`src/rtl/nibble_adder_pkg.sv`:
```
// Shared types and constants for the nibble-serial adder slice.
package nibble_adder_pkg;

  localparam int unsigned NIBBLE_W = 4;

  typedef enum logic [1:0] {
    IDLE = 2'd0,
    RUN  = 2'd1,
    DONE = 2'd2
  } nsa_state_t;

endpackage

```
`src/rtl/adder.sv`:
```
// Existing 4-bit ripple carry adder used as the per-nibble datapath.
module adder
  import nibble_adder_pkg::*;
(
  input  logic [NIBBLE_W-1:0] input1,
  input  logic [NIBBLE_W-1:0] input2,
  input  logic                carry_in,
  output logic [NIBBLE_W-1:0] sum,
  output logic                carry_out
);

  logic [NIBBLE_W:0] w_c;

  assign w_c[0] = carry_in;

  // Full-adder chain, one stage per bit.
  for (genvar i = 0; i < NIBBLE_W; i++) begin : g_fa
    assign sum[i]   = input1[i] ^ input2[i] ^ w_c[i];
    assign w_c[i+1] = (input1[i] & input2[i]) | (w_c[i] & (input1[i] ^ input2[i]));
  end

  assign carry_out = w_c[NIBBLE_W];

endmodule

```
`src/rtl/nibble_serial_adder.sv`:
```
// Wide add/subtract computed one nibble per clock through a 4-bit adder.
module nibble_serial_adder
  import nibble_adder_pkg::*;
#(
  parameter int unsigned WIDTH = 16
) (
  input  logic             clk,
  input  logic             rst,
  input  logic             in_valid,
  output logic             in_ready,
  input  logic [WIDTH-1:0] in_a,
  input  logic [WIDTH-1:0] in_b,
  input  logic             in_cin,
  input  logic             in_sub,
  output logic             out_valid,
  input  logic             out_ready,
  output logic [WIDTH-1:0] out_sum,
  output logic             out_cout,
  output logic             out_overflow
);

  localparam int unsigned NIB   = WIDTH / NIBBLE_W;
  localparam int unsigned CNT_W = (NIB > 1) ? $clog2(NIB) : 1;
  localparam logic [CNT_W-1:0] LAST_CNT = CNT_W'(NIB - 1);

  nsa_state_t r_state;
  nsa_state_t w_state_nxt;

  logic [CNT_W-1:0]    r_cnt;
  logic                r_carry;
  logic [WIDTH-1:0]    r_a;
  logic [WIDTH-1:0]    r_b;
  logic [WIDTH-1:0]    r_sum;
  logic                r_a_msb;
  logic                r_b_msb;
  logic                r_ovf;

  logic [WIDTH-1:0]    w_b_eff;
  logic                w_accept;
  logic                w_last;
  logic [NIBBLE_W-1:0] w_nib_sum;
  logic                w_nib_cout;

  assign w_b_eff  = in_sub ? ~in_b : in_b;
  assign w_accept = in_valid & (r_state == IDLE);
  assign w_last   = (r_state == RUN) & (r_cnt == LAST_CNT);

  adder u_adder (
    .input1    (r_a[NIBBLE_W-1:0]),
    .input2    (r_b[NIBBLE_W-1:0]),
    .carry_in  (r_carry),
    .sum       (w_nib_sum),
    .carry_out (w_nib_cout)
  );

  // State register.
  always_ff @(posedge clk or posedge rst) begin
    if (rst) r_state <= IDLE;
    else     r_state <= w_state_nxt;
  end

  // Next-state logic: accept in IDLE, NIB nibble cycles in RUN, hold in DONE.
  always_comb begin
    w_state_nxt = r_state;
    case (r_state)
      IDLE:    if (in_valid)  w_state_nxt = RUN;
      RUN:     if (w_last)    w_state_nxt = DONE;
      DONE:    if (out_ready) w_state_nxt = IDLE;
      default:                w_state_nxt = IDLE;
    endcase
  end

  // Operand shift registers, carry, counter and result assembly.
  always_ff @(posedge clk or posedge rst) begin
    if (rst) begin
      r_cnt   <= '0;
      r_carry <= 1'b0;
      r_a     <= '0;
      r_b     <= '0;
      r_sum   <= '0;
      r_a_msb <= 1'b0;
      r_b_msb <= 1'b0;
      r_ovf   <= 1'b0;
    end else if (w_accept) begin
      r_a     <= in_a;
      r_b     <= w_b_eff;
      r_carry <= in_sub ? 1'b1 : in_cin;
      r_cnt   <= '0;
      r_a_msb <= in_a[WIDTH-1];
      r_b_msb <= w_b_eff[WIDTH-1];
    end else if (r_state == RUN) begin
      r_a     <= r_a >> NIBBLE_W;
      r_b     <= r_b >> NIBBLE_W;
      r_sum   <= WIDTH'({w_nib_sum, r_sum} >> NIBBLE_W);
      r_carry <= w_nib_cout;
      r_cnt   <= w_last ? '0 : r_cnt + 1'b1;
      // Top nibble's sum MSB is the result sign; compare against latched operand signs.
      if (w_last) begin
        r_ovf <= (r_a_msb == r_b_msb) & (w_nib_sum[NIBBLE_W-1] != r_a_msb);
      end
    end
  end

  assign in_ready     = (r_state == IDLE);
  assign out_valid    = (r_state == DONE);
  assign out_sum      = r_sum;
  assign out_cout     = r_carry;
  assign out_overflow = r_ovf;

endmodule

```
`config.mk`:
```
export PLATFORM = sky130hd
export DESIGN_NAME = nibble_serial_adder
export DESIGN_NICKNAME = d
export VERILOG_FILES = /design/src/rtl/nibble_adder_pkg.sv /design/src/rtl/adder.sv /design/src/rtl/nibble_serial_adder.sv
export SDC_FILE = /design/constraint.sdc
export NUM_CORES = 1
export LEC_CHECK = 0
export CAP_MARGIN = 40
export CORE_MARGIN = 8
export CORE_UTILIZATION = 50
export DETAILED_ROUTE_END_ITERATION = 8
export GPL_TIMING_DRIVEN = 0
export PLACE_DENSITY = 0.79
export SLEW_MARGIN = 20
export SYNTH_ARGS = -nofsm -noshare
export SYNTH_HDL_FRONTEND = slang
export SYNTH_SLANG_ARGS = --single-unit
```
`constraint.sdc`:
```
create_clock -name clk -period 2.72 [get_ports clk]
set_input_delay 0.544 -clock clk [delete_from_list [all_inputs] [get_ports clk]]
set_output_delay 0.544 -clock clk [all_outputs]
set_load 0.05 [all_outputs]
```
Word-level counts from Yosys, hierarchy flattened
Index checks and enable logic that the tools add are counted.
{ "totals": {"regBits": 56, "mem_count": 0, "out_inout_bits": 20, "elab_cells": 63, "ramBits": 0, "rom_bits": 0, "inputBits": 38, "latch_bits": 0} }
{ "op_classes": {"eq_ne": 8, "shift": 0, "n_lt_le_gt_ge": 0, "n_addsub": 1, "div": 0, "bitwise_logic": 25, "mul": 0, "n_reduce_logical": 5, "muxes": 15} }
{ "ops": {"columns": ["operator", "n"], "rows": [
  ["16-bit 2-to-1 mux", 5],
  ["16-bit NOT", 1],
  ["2-bit 2-to-1 mux", 6],
  ["1-bit AND", 11],
  ["1-bit XOR", 8],
  ["2-bit case mux with 3 select lines", 1],
  ["3-bit AND reduction", 2],
  ["2-bit == test (second input constant)", 2],
  ["2-bit != test (second input constant)", 2],
  ["1-bit bitwise OR", 4],
  ["1-bit 2-to-1 mux", 3],
  ["2-bit by 1-bit adder with 2-bit output (second input constant)", 1],
  ["2-bit by 1-bit == test with 1-bit output (second input constant)", 1],
  ["2-bit logical NOT", 1],
  ["2-bit by 1-bit != test with 1-bit output (second input constant)", 1],
  ["2-bit AND reduction", 1],
  ["2-bit nonzero test", 1],
  ["1-bit == test", 1],
  ["1-bit != test", 1],
  ["1-bit NOT", 1]
]} }

Depth between registers and ports, before layout
Gate-level depths: netlist of the first run.
{ "logic_depth": {"depth_word": 11, "ltp_mapped": 9, "ltp_nobuf": 9} }

Modules after synthesis
Synthesis of the first run repeated with hierarchy kept, for this count alone.
{ "hier_totals": {"cells_unflattened": 284, "area_unflattened_um2": 2615.0} }
{ "modules_own_cells": {"columns": ["mod", "n_inst", "area_each_um2", "cells_each", "seq_area_each_um2"], "rows": [
  ["nibble_serial_adder", 1, 2497.4, 270, 1401.3],
  ["adder", 1, 117.6, 14, 0.0]
]} }

Worst setup path after synthesis of the first run
Ideal clock, no wire load.
{ "synth_path": {"path_kind": "reg-to-reg", "startpoint": "register r_carry (netlist: out_cout)", "endpoint": "register r_ovf (netlist: out_overflow)", "synth_period_minus_slack_ps": 2710, "slack_ps": 10, "path_stages_with_launch": 10, "setup_ps": 88, "n_path_buf": 0, "arrival_ps": 2621, "required_time_ps": 2632, "path_cell_list": "dfrtp_1 > fa_1 > inv_1 > fa_1 > inv_1 > fa_1 > inv_1 > fa_1 > or3_1 > a41oi_1"} }
{ "synth_via": {"elab_chain_len": 9} }
{ "synth_lines": {"columns": ["element", "line", "source"], "rows": [
  ["from (decl)", "nibble_serial_adder.sv:30", "logic r_carry;"],
  ["from (signal assigned)", "nibble_serial_adder.sv:87", "r_carry <= in_sub ? 1'b1 : in_cin;"],
  ["from (signal assigned)", "nibble_serial_adder.sv:95", "r_carry <= w_nib_cout;"],
  ["1-bit AND", "adder.sv:19", "assign w_c[i+1] = (input1[i] & input2[i]) | (w_c[i] & (input1[i] ^ input2[i]));"],
  ["1-bit bitwise OR", "adder.sv:19", null],
  ["1-bit AND", "adder.sv:19", null],
  ["1-bit bitwise OR", "adder.sv:19", null],
  ["1-bit AND", "adder.sv:19", null],
  ["1-bit bitwise OR", "adder.sv:19", null],
  ["1-bit XOR", "adder.sv:18", "assign sum[i] = input1[i] ^ input2[i] ^ w_c[i];"],
  ["1-bit != test", "nibble_serial_adder.sv:99", "r_ovf <= (r_a_msb == r_b_msb) & (w_nib_sum[NIBBLE_W-1] != r_a_msb);"],
  ["1-bit AND", "nibble_serial_adder.sv:99", null],
  ["to (signal assigned)", "nibble_serial_adder.sv:99", null],
  ["to (decl)", "nibble_serial_adder.sv:36", "logic r_ovf;"]
]} }
Every way passes these cells.
A chain may end at the register's enable or synchronous reset.

Final worst setup path of the first run
Same ends and word-level chain as after synthesis.

==> impl_metrics.ini, run 1 <==
[timing]
period_needed_ns = 2.595
rsz0062_at_grt = false
skew_ns = 0.002418
fin_ws_ns = 0.1253
post-route-period-util = 0.9539
tightest_slew_ns = 0.6630
fmax_mhz = 385.4
hold_viol_final = 0
fin_setup_tns_ns = 0
slew_viol_final = 0
setup_viol = 0
max_slew_margin = 0.5580

[route]
viasPerCell = 5.171
dr.first_iter.drc_count = 112
routedWlPerCell_um = 14.23
drt_first_pass_iters = 4
finalWirelength_um = 5991
ant_nets = 0
dr_total_vias = 2177
drc = 0

[synthesis]
syn_area_sq_um = 2635
yosysTopAreaCell = dfrtp_1
synthCells = 285
synth_ff_type = dfrtp_1
synth_top_area_share = 0.5318
ys_types = 29
synth.most_common_cell = nand2_1
yosysSeqAreaShare = 0.5318
avgSynthCellArea_sq_um = 9.246
yosys_register_bits = 56
syn-num-nets = 328
ys_top_cells_by_count = nand2_1 (94), dfrtp_1 (56), o21ai_0 (16)
synth_edf_count = 0
synth_area_leaders = dfrtp_1 (53%), nand2_1 (13%), xor2_1 (4.3%)
yosysWarnings = 0
async_flop_share = 1.000

[clock_tree]
clk_latency_ns = 0.31
clkSlewWorstSetupHoldPaths_ns = 0.09
clockRootBuffer = clkbuf_8
cts_buffer_depth = 2
cts.sinks = 56
htreeDepth = 2
cts_tree = done
cts_buffers = 5
postCtsHoldBufs = 0

[placement]
place_hpwl_um = 4379
portBuffers = 56
finalWeightedCongestion = 0.7943
pre_cts_ws_ns = 0.09712

[floorplan]
start_util = 0.5159
fp.dieW_um = 88.60
core_area_sq_um = 5107
ios = 58
die_h_um = 88.60
rows = 26
die_area_sq_um = 7849

[cells_and_area]
area_growth_pct = 30.63
num_antenna_cells = 0
nets = 393
fin_util = 0.6739
drive_gt1_frac = 0.08832

[pwr]
peakVddDrop_mv = 0.7189
p_per_area_nw_per_um2 = 1247
leakage_nw = 1.602

[setup_path]
arrival_ns = 2.83
reg2reg_slack_ns = 0.13
crit_required_ns = 2.96
worstPathCellList = fa_2 -> inv_1 -> fa_1 -> inv_1 -> fa_1 -> inv_2 -> fa_2 -> or3_1 -> a41oi_2
reg2reg_to = out_overflow$_DFFE_PP0P_
endpoint_kind = flip-flop
path_max_fanout = 3
cp-start-kind = flip-flop
slowest_stage = fa_2
critPathBufInv = 3
r2r-start = out_cout$_DFFE_PP0P_
reg2regPathDepth = 9
path_delay_family = adder cells
slowest_delay_ns = 0.46
worstSetupPathType = reg2reg

[job]
drv_cap = 0

[grt]
first_global_vias = 2193
grt_pass1_wl_um = 10020
grt_util_all_layers = 0.1654
grt-ovfl-total = 0
grt_max_degree = 57
antenna_found_initial = 0

[worst_hold_path]
worstHoldPathCells = 2
hold_path_end = out_sum[2]$_DFFE_PP0P_
min_from = out_sum[2]$_DFFE_PP0P_
holdCritPathClass = reg2reg

[status]
outcome = completed
[routing by layer]
metal,up-vias,share of wire,GRT usage,wire [um]
li1,1057,-,-,-
met1,1042,0.43,0.2073,2579
met2,66,0.50,0.2682,2966
met3,12,0.054,0.03528,323
met4,0,0.020,0.07220,122
met5,-,0,0,0
[state kept, by name (all words and copies together) (netlist names)]
signal        cells
out_cout          1
out_overflow      1
out_sum          16
r_a              16
r_a_msb           1
r_b              16
r_b_msb           1
r_cnt             2
r_state           2
[worst register-to-register path, cell delays in order, from the launching register on]
cell	delay [ns]
dfrtp_1	0.43
fa_2	0.38
inv_1	0.07
fa_1	0.15
inv_1	0.05
fa_1	0.37
inv_2	0.07
fa_2	0.46
or3_1	0.34
a41oi_2	0.19
[timing repair]
action                                 CTS  global route
setup endpoints to repair                0             2
buffers inserted                         0             2
gates resized for setup                  0             5
endpoints found under the hold margin    0             0
[cells by family (layout without fill, tap and decap cells)]
| kind of cell | Yosys count | after routing | synth area share |
|---|---|---|---|
| AOI/OAI and AO/OA | 50 | 50 | 0.1168 |
| DFF | 56 | 56 | 0.5318 |
| adders and majority gates | 5 | 5 | 0.03514 |
| xor gates and xnor gates | 16 | 16 | 0.05318 |
| and+or+nand+nor | 128 | 128 | 0.2051 |
| buffers and inverters | 30 | 96 | 0.05793 |
[how the worst max path moves through the flow]
stage / slack [ns] / endpoint / from / cells past startpoint
2_1_floorplan: 0.01 / out_overflow$_DFFE_PP0P_ / out_cout$_DFFE_PP0P_ / 9
5_1_grt: 0.02 / out_overflow$_DFFE_PP0P_ / out_cout$_DFFE_PP0P_ / 9
3_5_place_dp: 0.1 / out_overflow$_DFFE_PP0P_ / out_cout$_DFFE_PP0P_ / 9
6_report: 0.13 / out_overflow$_DFFE_PP0P_ / out_cout$_DFFE_PP0P_ / 9
4_1_cts: 0.05 / out_overflow$_DFFE_PP0P_ / out_cout$_DFFE_PP0P_ / 9
3_3_place_gp: -0.15 / r_b[14]$_DFFE_PP0P_ / rst / 2
[where the power goes]
group | switching, W | internal [W] | total, W
clock | 0.000258 | 0.000325 | 0.000583
sequential | 0.000245 | 0.00122 | 0.00146
combinational | 0.00141 | 0.000837 | 0.00225
[cells in the final DEF, fill, tap and decap left out, types with 2 or more instances in the layout]
cell	count
clkdlybuf4s50_1	55
o22ai_1	2
clkbuf_8	7
inv_1	8
and3b_1	3
clkbuf_1	5
buf_2	11
fa_1	2
nand2_1	94
a21oi_1	6
buf_6	3
o21ai_0	16
buf_4	3
a22o_1	2
a31oi_1	12
a22oi_1	9
xnor2_1	3
nor2b_1	3
nor2_1	13
or3_1	2
nand3_1	9
xor2_1	13
dfrtp_1	56
fa_2	2
[layout make-up]
class	instances	area (sq um)
tap	70	87.58
timing repair buffer	58	578.1
buffer	20	115.1
inverter	10	40.04
clock buffer	7	96.34
sequential	56	1401
clock inverter	1	30.03
multi-input combinational	199	1094
fill	420	1665
[per-stage QoR]
stage,area (sq um),cells,power (W),hold WS (ns)
finish,3442,421,0.004292,0.4776
global route,3442,421,0.004625,0.5191
CTS,3412,419,0.004247,0.4849
detailed placement,3286,411,0.003654,0.4620
global placement,3283,411,0.003578,0.4584
floorplan,2635,285,0.002963,0.4502
Note: power is estimated with default switching activity, not from simulation.
==> run 2, diff against run 1 <==
Settings changed: CORE_UTILIZATION 50 to 45, HOLD_SLACK_MARGIN set to 0.02, PLACE_DENSITY 0.79 to 0.75.
Clock period 2.72 ns to 2.3 ns, I/O delays scaled along.
==> run 2 against run 1 <==
Effect of this change:
- sequential share of layout area increased by 0.29 points
- register-to-register slack got worse by 0.40 ns
- sequential power increased by 18%
- die area increased by 9.1%
- cell count increased by 1.2%
- clock power decreased by 5.1%
- critical path depth unchanged
- the flow now finishes with violations (negative setup slack)
- global-route usage decreased by 1.0 points
- non-clock buffer count unchanged
- critical endpoint unchanged
==> impl_metrics.ini, run 2 (same netlist as run 1, synthesis figures left out) <==
[status]
outcome = complete, but fails checks
violations = negative setup slack

[placement]
place_hpwl_um = 4566
pre_cts_ws_ns = -0.3021
placed_cell_area_sq_um = 3296
portBuffers = 56
finalWeightedCongestion = 0.8142

[cells_and_area]
area_growth_pct = 29.82
num_antenna_cells = 0
multi_input_area_sq_um = 1110
final_common_cell = nand2_1
stdcell_area_sq_um = 3421
nets = 393
ff_latch_area_sq_um = 1403
final_cell_mix = nand2_1 (94), dfrtp_1 (55), clkdlybuf4s50_1 (54)
drive_gt1_frac = 0.1054
fillers = 534

[route]
dr.first_iter.drc_count = 94
drc = 0
ant_nets = 0
routedWlPerCell_um = 14.96
dr_total_vias = 2170
drt_first_pass_iters = 4
finalWirelength_um = 6371
viasPerCell = 5.094

[floorplan]
core_area_sq_um = 5781
ios = 58
rows = 28
fp.dieW_um = 92.52
die_h_um = 92.52
start_util = 0.4558
die_area_sq_um = 8560

[clock_tree]
clkSlewWorstSetupHoldPaths_ns = 0.10
clockRootBuffer = clkbuf_8
cts.sinks = 56
cts_buffers = 5
cts_buffer_depth = 2
clk_latency_ns = 0.31
postCtsHoldBufs = 0
htreeDepth = 2
cts_tree = done

[setup_path]
crit_required_ns = 2.53
path_max_fanout = 2
arrival_ns = 2.80
slowest_delay_ns = 0.45
worstPathCellList = fa_2 -> inv_2 -> fa_2 -> inv_2 -> fa_2 -> inv_2 -> fa_1 -> or3_4 -> a41oi_2
path_delay_family = adder cells
worstSetupPathType = reg2reg
critPathBufInv = 3
cp-start-kind = flip-flop
slowest_stage = fa_1
endpoint_kind = flip-flop

[grt]
top_usage_layer = met2
grt_util_all_layers = 0.1553
grt-ovfl-total = 0
use_met3 = 0.03560
first_global_vias = 2266
use_met1 = 0.1942
grt_max_degree = 57
grt_pass1_wl_um = 10610
antenna_found_initial = 0
globalRouteMet2Util = 0.2521

[timing]
post-route-period-util = 1.118
slew_viol_final = 0
rsz0062_at_grt = true
max_slew_margin = 0.5514
hold_viol_final = 0
fin_ws_ns = -0.2721
whs_ns = 0.4808
setup_viol = 1
fmax_mhz = 388.8
fin_setup_tns_ns = -0.2721
skew_ns = 0.005121
tightest_slew_ns = 0.6730
period_needed_ns = 2.572

[pwr]
power_w = 0.005037
peakVddDrop_mv = 0.8032
p_per_area_nw_per_um2 = 1473
leakage_nw = 1.575

[worst_hold_path]
holdCritPathClass = reg2reg

[job]
drv_cap = 0
==> run 2: power by group <==
group	switching, W	leakage [nW]	internal [W]
sequential	0.000290	0.704	0.00144
combinational	0.00174	0.826	0.00101
clock	0.000306	0.0455	0.000247
total	0.00233	1.58	0.00270
==> run 2: worst min-delay path, stage by stage, from the launching register on <==
cell and delay [ns]:
dfrtp_1 0.35, nand2_1 0.05, nand2_1 0.05
==> run 2: what timing repair did <==
item                                    CTS  global route
setup buffers                             2             1
gates resized for setup                   6             8
endpoints found under the setup margin    3             3
pin swaps                                 4             5
==> run 2: final cells by class <==
| type | instances | share of cell area |
|---|---|---|
| Timing Repair Buffer | 58 | 0.1664 |
| Sequential cell | 56 | 0.4100 |
| Multi-Input combinational cell | 199 | 0.3244 |
| Clock buffer | 8 | 0.02634 |
| Buffer | 20 | 0.03365 |
| Tap cell | 75 | 0.02743 |
| Inverter | 10 | 0.01170 |
==> run 2: final timing paths <==
check                                       startpoint                        to  slack [ns]  depth (start not counted)
min in group asynchronous                          rst    out_sum[7]$_DFFE_PP0P_        0.60                          2
worst max register to register      r_a[0]$_DFFE_PP0P_  out_overflow$_DFFE_PP0P_       -0.27                          9
worst min register to register  out_sum[3]$_DFFE_PP0P_    out_sum[3]$_DFFE_PP0P_        0.48                          2
max in group asynchronous                          rst      out_cout$_DFFE_PP0P_        1.21                          2
worst max-delay path                r_a[0]$_DFFE_PP0P_  out_overflow$_DFFE_PP0P_       -0.27                          9
worst min-delay path            out_sum[3]$_DFFE_PP0P_    out_sum[3]$_DFFE_PP0P_        0.48                          2
==> run 2: per-stage QoR <==
stage	utilization	std cells
detailed placement	0.5701	416
CTS	0.5896	426
floorplan	-	285
global placement	0.5697	416
global route	0.5918	426
finish	0.5918	426
==> run 2: routing by layer <==
metal  up-vias  routed length, um
met2        66               3016
met1      1029               2824
met4         0                112
met5         -                  0
li1       1066                  -
met3         9                417
